[src/rtl/oam_dma_pkg.sv]
// Shared console definitions used by the OAM DMA engine: OAM geometry,
// the DMA register address and the engine state encoding.
package oam_dma_pkg;

    localparam int unsigned OAM_SIZE     = 160;
    localparam logic [15:0] DMA_REG_ADDR = 16'hFF46;
    localparam logic [7:0]  OAM_LAST     = 8'(OAM_SIZE - 1);

    typedef enum logic [1:0] {
        ST_IDLE  = 2'b00,
        ST_START = 2'b01,
        ST_XFER  = 2'b10
    } oam_dma_state_e;

    // Pages 0xE0..0xFF alias onto WRAM 0xC0..0xDF when echo mapping is enabled.
    function automatic logic [7:0] echo_fold(input logic [7:0] page);
        return (page >= 8'hE0) ? (page - 8'h20) : page;
    endfunction

endpackage

[src/rtl/oam_dma.sv]
// OAM DMA engine: copies 160 bytes from {reg,8'h00} into OAM, one byte per ce.
// Optional build macro OAMDMA_ECHO_MAP_EN redirects echo-region sources to WRAM.
module oam_dma
    import oam_dma_pkg::*;
(
    input  logic        clk,
    input  logic        reset,
    input  logic        ce,
    input  logic        reg_wr,
    input  logic [7:0]  wdata,
    output logic [7:0]  reg_rdata,
    output logic [15:0] dma_addr,
    input  logic [7:0]  dma_rdata,
    output logic        oam_we,
    output logic [7:0]  oam_waddr,
    output logic [7:0]  oam_wdata,
    output logic        oamdma
);

    oam_dma_state_e state_r, state_s;
    logic [7:0]     idx_r, idx_s;
    logic [7:0]     reg_r, reg_s;
    logic           restart_r, restart_s;
    logic           oamdma_r, oamdma_s;
    logic           xfer_we_s;
    logic [7:0]     base_hi_s;

`ifdef OAMDMA_ECHO_MAP_EN
    assign base_hi_s = echo_fold(reg_r);
`else
    assign base_hi_s = reg_r;
`endif

    // Next-state, write strobe and restart bookkeeping; a CPU write overrides progress.
    always_comb begin
        state_s   = state_r;
        idx_s     = idx_r;
        reg_s     = reg_r;
        restart_s = restart_r;
        xfer_we_s = 1'b0;
        case (state_r)
            ST_IDLE: begin
                restart_s = 1'b0;
            end
            ST_START: begin
                if (ce) begin
                    state_s   = ST_XFER;
                    restart_s = 1'b0;
                end else begin
                    state_s   = ST_START;
                end
            end
            ST_XFER: begin
                if (ce) begin
                    xfer_we_s = 1'b1;
                    if (idx_r == OAM_LAST) begin
                        state_s = ST_IDLE;
                        idx_s   = 8'd0;
                    end else begin
                        idx_s   = idx_r + 8'd1;
                    end
                end else begin
                    idx_s = idx_r;
                end
            end
            default: begin
                state_s   = ST_IDLE;
                idx_s     = 8'd0;
                restart_s = 1'b0;
            end
        endcase
        // The byte of this cycle still lands; only the idx advance is superseded.
        if (reg_wr) begin
            reg_s     = wdata;
            idx_s     = 8'd0;
            state_s   = ST_START;
            restart_s = (state_r == ST_XFER) || ((state_r == ST_START) && restart_r);
        end else begin
            reg_s     = reg_s;
        end
        oamdma_s = (state_s == ST_XFER) || ((state_s == ST_START) && restart_s);
    end

    // State, index, register and busy flag storage.
    always_ff @(posedge clk or posedge reset) begin
        if (reset) begin
            state_r   <= ST_IDLE;
            idx_r     <= 8'd0;
            reg_r     <= 8'hFF;
            restart_r <= 1'b0;
            oamdma_r  <= 1'b0;
        end else begin
            state_r   <= state_s;
            idx_r     <= idx_s;
            reg_r     <= reg_s;
            restart_r <= restart_s;
            oamdma_r  <= oamdma_s;
        end
    end

    assign reg_rdata = reg_r;
    assign oamdma    = oamdma_r;
    assign dma_addr  = (state_r == ST_XFER) ? ({base_hi_s, 8'h00} + {8'h00, idx_r}) : 16'h0000;
    assign oam_we    = xfer_we_s;
    assign oam_waddr = idx_r;
    assign oam_wdata = xfer_we_s ? dma_rdata : 8'h00;

endmodule

[config.mk]
export PLATFORM = sky130hd
export DESIGN_NAME = oam_dma
export DESIGN_NICKNAME = d
export VERILOG_FILES = /design/src/rtl/oam_dma_pkg.sv /design/src/rtl/oam_dma.sv
export SDC_FILE = /design/constraint.sdc
export NUM_CORES = 1
export LEC_CHECK = 0
export CORE_ASPECT_RATIO = 0.75
export CORE_MARGIN = 3
export CORE_UTILIZATION = 37
export CTS_BUF_LIST = sky130_fd_sc_hd__clkbuf_4 sky130_fd_sc_hd__clkbuf_8
export DETAILED_ROUTE_END_ITERATION = 8
export PLACE_DENSITY = 0.79
export SLEW_MARGIN = 20
export SYNTH_ARGS = -nofsm -noshare
export SYNTH_HDL_FRONTEND = slang
export SYNTH_SLANG_ARGS = --single-unit
[constraint.sdc]
create_clock -name clk -period 1.7 [get_ports clk]
set_clock_uncertainty 0.05 [all_clocks]
set_input_delay 0.34 -clock clk [delete_from_list [all_inputs] [get_ports clk]]
set_output_delay 0.34 -clock clk [all_outputs]
set_load 0.01 [all_outputs]
==> metrics.cfg, run 1 <==
[run_status]
status=finished with violations
violations=setup timing

[power]
ir_worst_vdd_mv=0.632
internal_power_mw=1.16
power_frac_comb_pct=36.3
clkPwrFrac_pct=29.4
seq_power_share_pct=34.3
power_leakage_nw=1.24
p_sw_mw=0.447
power.density_nw_per_um2=660
finalPower_mw=1.61
swShare_pct=27.8

[setup_path]
reg2regPathDepth=6
criticalPathCategory=register to register
end_kind=register
crit_path_cell_trace=ha_2, and3_4, nand4_4, a311o_1, or4b_1, nand3_1
cpPeakStageDelay_ns=0.47
worstSetupStartpointType=register
worst_ep_arrival_time_ns=2.06
cp_max_fo=3
critPathSlowestCell=or4b_1
required_ns=1.85

[detailed_routing]
drc=0
vias=1376
ant_nets=0
drt_wl_total_mm=4.71
dr.pass1.iters=4
drt_iter0_markers=84
vias_per_cell=5.35
wl_per_cell_um=18.3

[synthesis]
synthFlopType=dfrtp_1
synth_compound_area_share_pct=9.03
syn-mean-instance-area_um2=9.76
synthAdderAreaFrac_pct=5.25
synth-simple-area-share_pct=29.0
synth_top_family_by_area=simple AND/OR/NAND/NOR gates
ys_seq_area_share_pct=42.9
syn-num-nets=147
ys_ff_latch=20
synth_edf_count=0
synthMuxAreaShare_pct=8.51
yosys.cell_types.count=33
syn_area_um2=1190
syn_inst=122
synthXorXnorAreaFrac_pct=2.21
synth-async-reset-ratio_pct=100
yosys_warnings=0

[grt]
grt_pass1_vias=1245
grt_usage_pct=19.7
grt-ovfl-total=0
grt_pass1_wl_mm=5.89
grt_max_degree=21
antenna_found_initial=0

[sta]
worst_slack_ns=-0.215
period_needed_ns=1.91
slew_violations=0
finalHoldViolCount=0
tns_ns=-1.94
max_slew.worst_pin.slew_ns=0.311
worst_hold_slack_ns=0.371
slew_headroom_pct=79.2
max_freq_mhz=522
setup_viol=34
fin_crit_sh_pct=113
rsz0062_at_grt=true

[finish]
final_core_util_pct=81.2
area_delta_synth_final_pct=104
postLayoutCellArea_um2=2430
fillers=168
diodes=0
layout_commonest_cell=buf_4
drive_above_1_share_pct=55.7
final_cell_mix=buf_4 (24), clkdlybuf4s50_1 (21), buf_6 (19)
fin_nets=245

[run]
maxCapViolCount=0

[clock_tree]
cts_tree=done
cts_buffers=3
htreeDepth=1
cts_root_buffer=clkbuf_8
clkTransAtPathRegs_ns=0.07
ctsHoldBuffers=0
insertion_delay_ns=0.26
cts_buffer_depth=2
cts_sinks=20

[die]
core_area_um2=3000
die_x_um=71.5
start_util_pct=39.7
pin_count=62
row_count=17
dieHeight_um=55.1
die_area_um2=3940

[placed_design]
dpl_cell_area_um2=2050
gp_congestion=0.840
io_buffers=61
place_hpwl_mm=2.67

[hold_path]
hold_class=input pin to asynchronous set/reset pin

==> metal layers <==
metal / GRT usage (%) / wire (µm)
met1: 24.0 / 1960
met2: 36.1 / 2350
met3: 4.15 / 300
met4: 5.63 / 97
met5: 0 / 0
==> synthesized netlist by cell type (2+ instances only) <==
| cell | n | share of area, % |
|---|---|---|
| nand2_1 | 8 | 2.5 |
| clkbuf_1 | 4 | 1.3 |
| nor2_1 | 8 | 2.5 |
| mux2_2 | 9 | 8.5 |
| and2_1 | 17 | 8.9 |
| nor3_1 | 2 | 0.84 |
| and3_1 | 8 | 4.2 |
| inv_1 | 5 | 1.6 |
| nand2b_1 | 2 | 1.1 |
| dfstp_2 | 8 | 18 |
| xnor2_1 | 3 | 2.2 |
| ha_1 | 5 | 5.3 |
| and2_2 | 2 | 1.3 |
| dfrtp_1 | 12 | 25 |
| nand3_1 | 3 | 1.3 |
| o21ai_0 | 6 | 2.5 |
| a31oi_1 | 2 | 1.1 |
| a21oi_1 | 3 | 1.3 |
==> worst max-delay path, delay by kind of cell (launching register included) <==
family | cells | cell delay [ns]
AOI/OAI and AO/OA | 1 | 0.36
DFF | 1 | 0.38
and+or+nand+nor | 4 | 0.87
adders and majority gates | 1 | 0.20
==> what timing repair did <==
| action | CTS | global route |
|---|---|---|
| cloned | 1 | 1 |
| pin swaps | 11 | 10 |
| gates resized for setup | 132 | 60 |
| setup buffers | 4 | 6 |
| endpoints found under the setup margin | 44 | 41 |
==> worst paths after layout <==
| kind | from | endpoint | slack (ns) |
|---|---|---|---|
| min in group clk | oam_waddr[2] | oam_waddr[2] | 0.55 |
| min | reset | restart_r | 0.37 |
| max | oam_waddr[0] | oamdma | -0.21 |
| max in group asynchronous | reset | reg_rdata[5] | 0.96 |
| min reg2reg | oam_waddr[2] | oam_waddr[2] | 0.55 |
| max reg2reg | oam_waddr[0] | oamdma | -0.21 |
==> flip-flops by register name, summed over array words and instances, names as in the netlist <==
register   flops
oam_waddr      8
oamdma         1
reg_rdata      8
restart_r      1
state_r        2
==> cell families after synthesis <==
kind of cell    after synthesis
mux                           9
flops                        20
fa+ha+maj                     5
xor+xnor                      3
buf+inv                      10
compound gates               17
simple gates                 58
==> power groups by stage <==
| stage | combinational [mW] | sequential [mW] | clock, mW |
|---|---|---|---|
| 2_1_floorplan | 0.142 | 0.565 | 0 |
| 3_3_place_gp | 0.364 | 0.550 | 0 |
| 3_5_place_dp | 0.376 | 0.552 | 0 |
| 4_1_cts | 0.403 | 0.547 | 0.479 |
| 5_1_grt | 0.609 | 0.556 | 0.499 |
| 6_report | 0.584 | 0.551 | 0.472 |
==> layout make-up <==
| cell class | instances | area (µm²) | share of cell area, % |
|---|---|---|---|
| multi-input cells | 92 | 840 | 34.5 |
| inverters | 5 | 36.3 | 1.49 |
| clock buffers | 3 | 41.3 | 1.70 |
| clock inverters | 1 | 30.0 | 1.23 |
| flip-flops and latches | 20 | 513 | 21.1 |
| well taps | 38 | 47.5 | 1.95 |
| repair buffers | 98 | 927 | 38.1 |
==> stage by stage <==
step	setup WS, ns	instances
after global routing	-0.276	257
after CTS	-0.151	251
final	-0.215	257
after global placement	-0.371	242
after floorplan	-0.248	122
after detailed placement	-0.418	242
(Power assumes the default switching activity.)
==> inputs of run 2 (changes only) <==
--- a/config.mk
+++ b/config.mk
@@ -9,6 +9,7 @@
 export CORE_MARGIN = 3
 export CORE_UTILIZATION = 37
 export CTS_BUF_LIST = sky130_fd_sc_hd__clkbuf_4 sky130_fd_sc_hd__clkbuf_8
+export CTS_CLUSTER_SIZE = 14
 export DETAILED_ROUTE_END_ITERATION = 8
 export PLACE_DENSITY = 0.79
 export SLEW_MARGIN = 20
==> results of run 2 <==
Same layout as run 1: the final DEF is identical, and so are final timing and power.
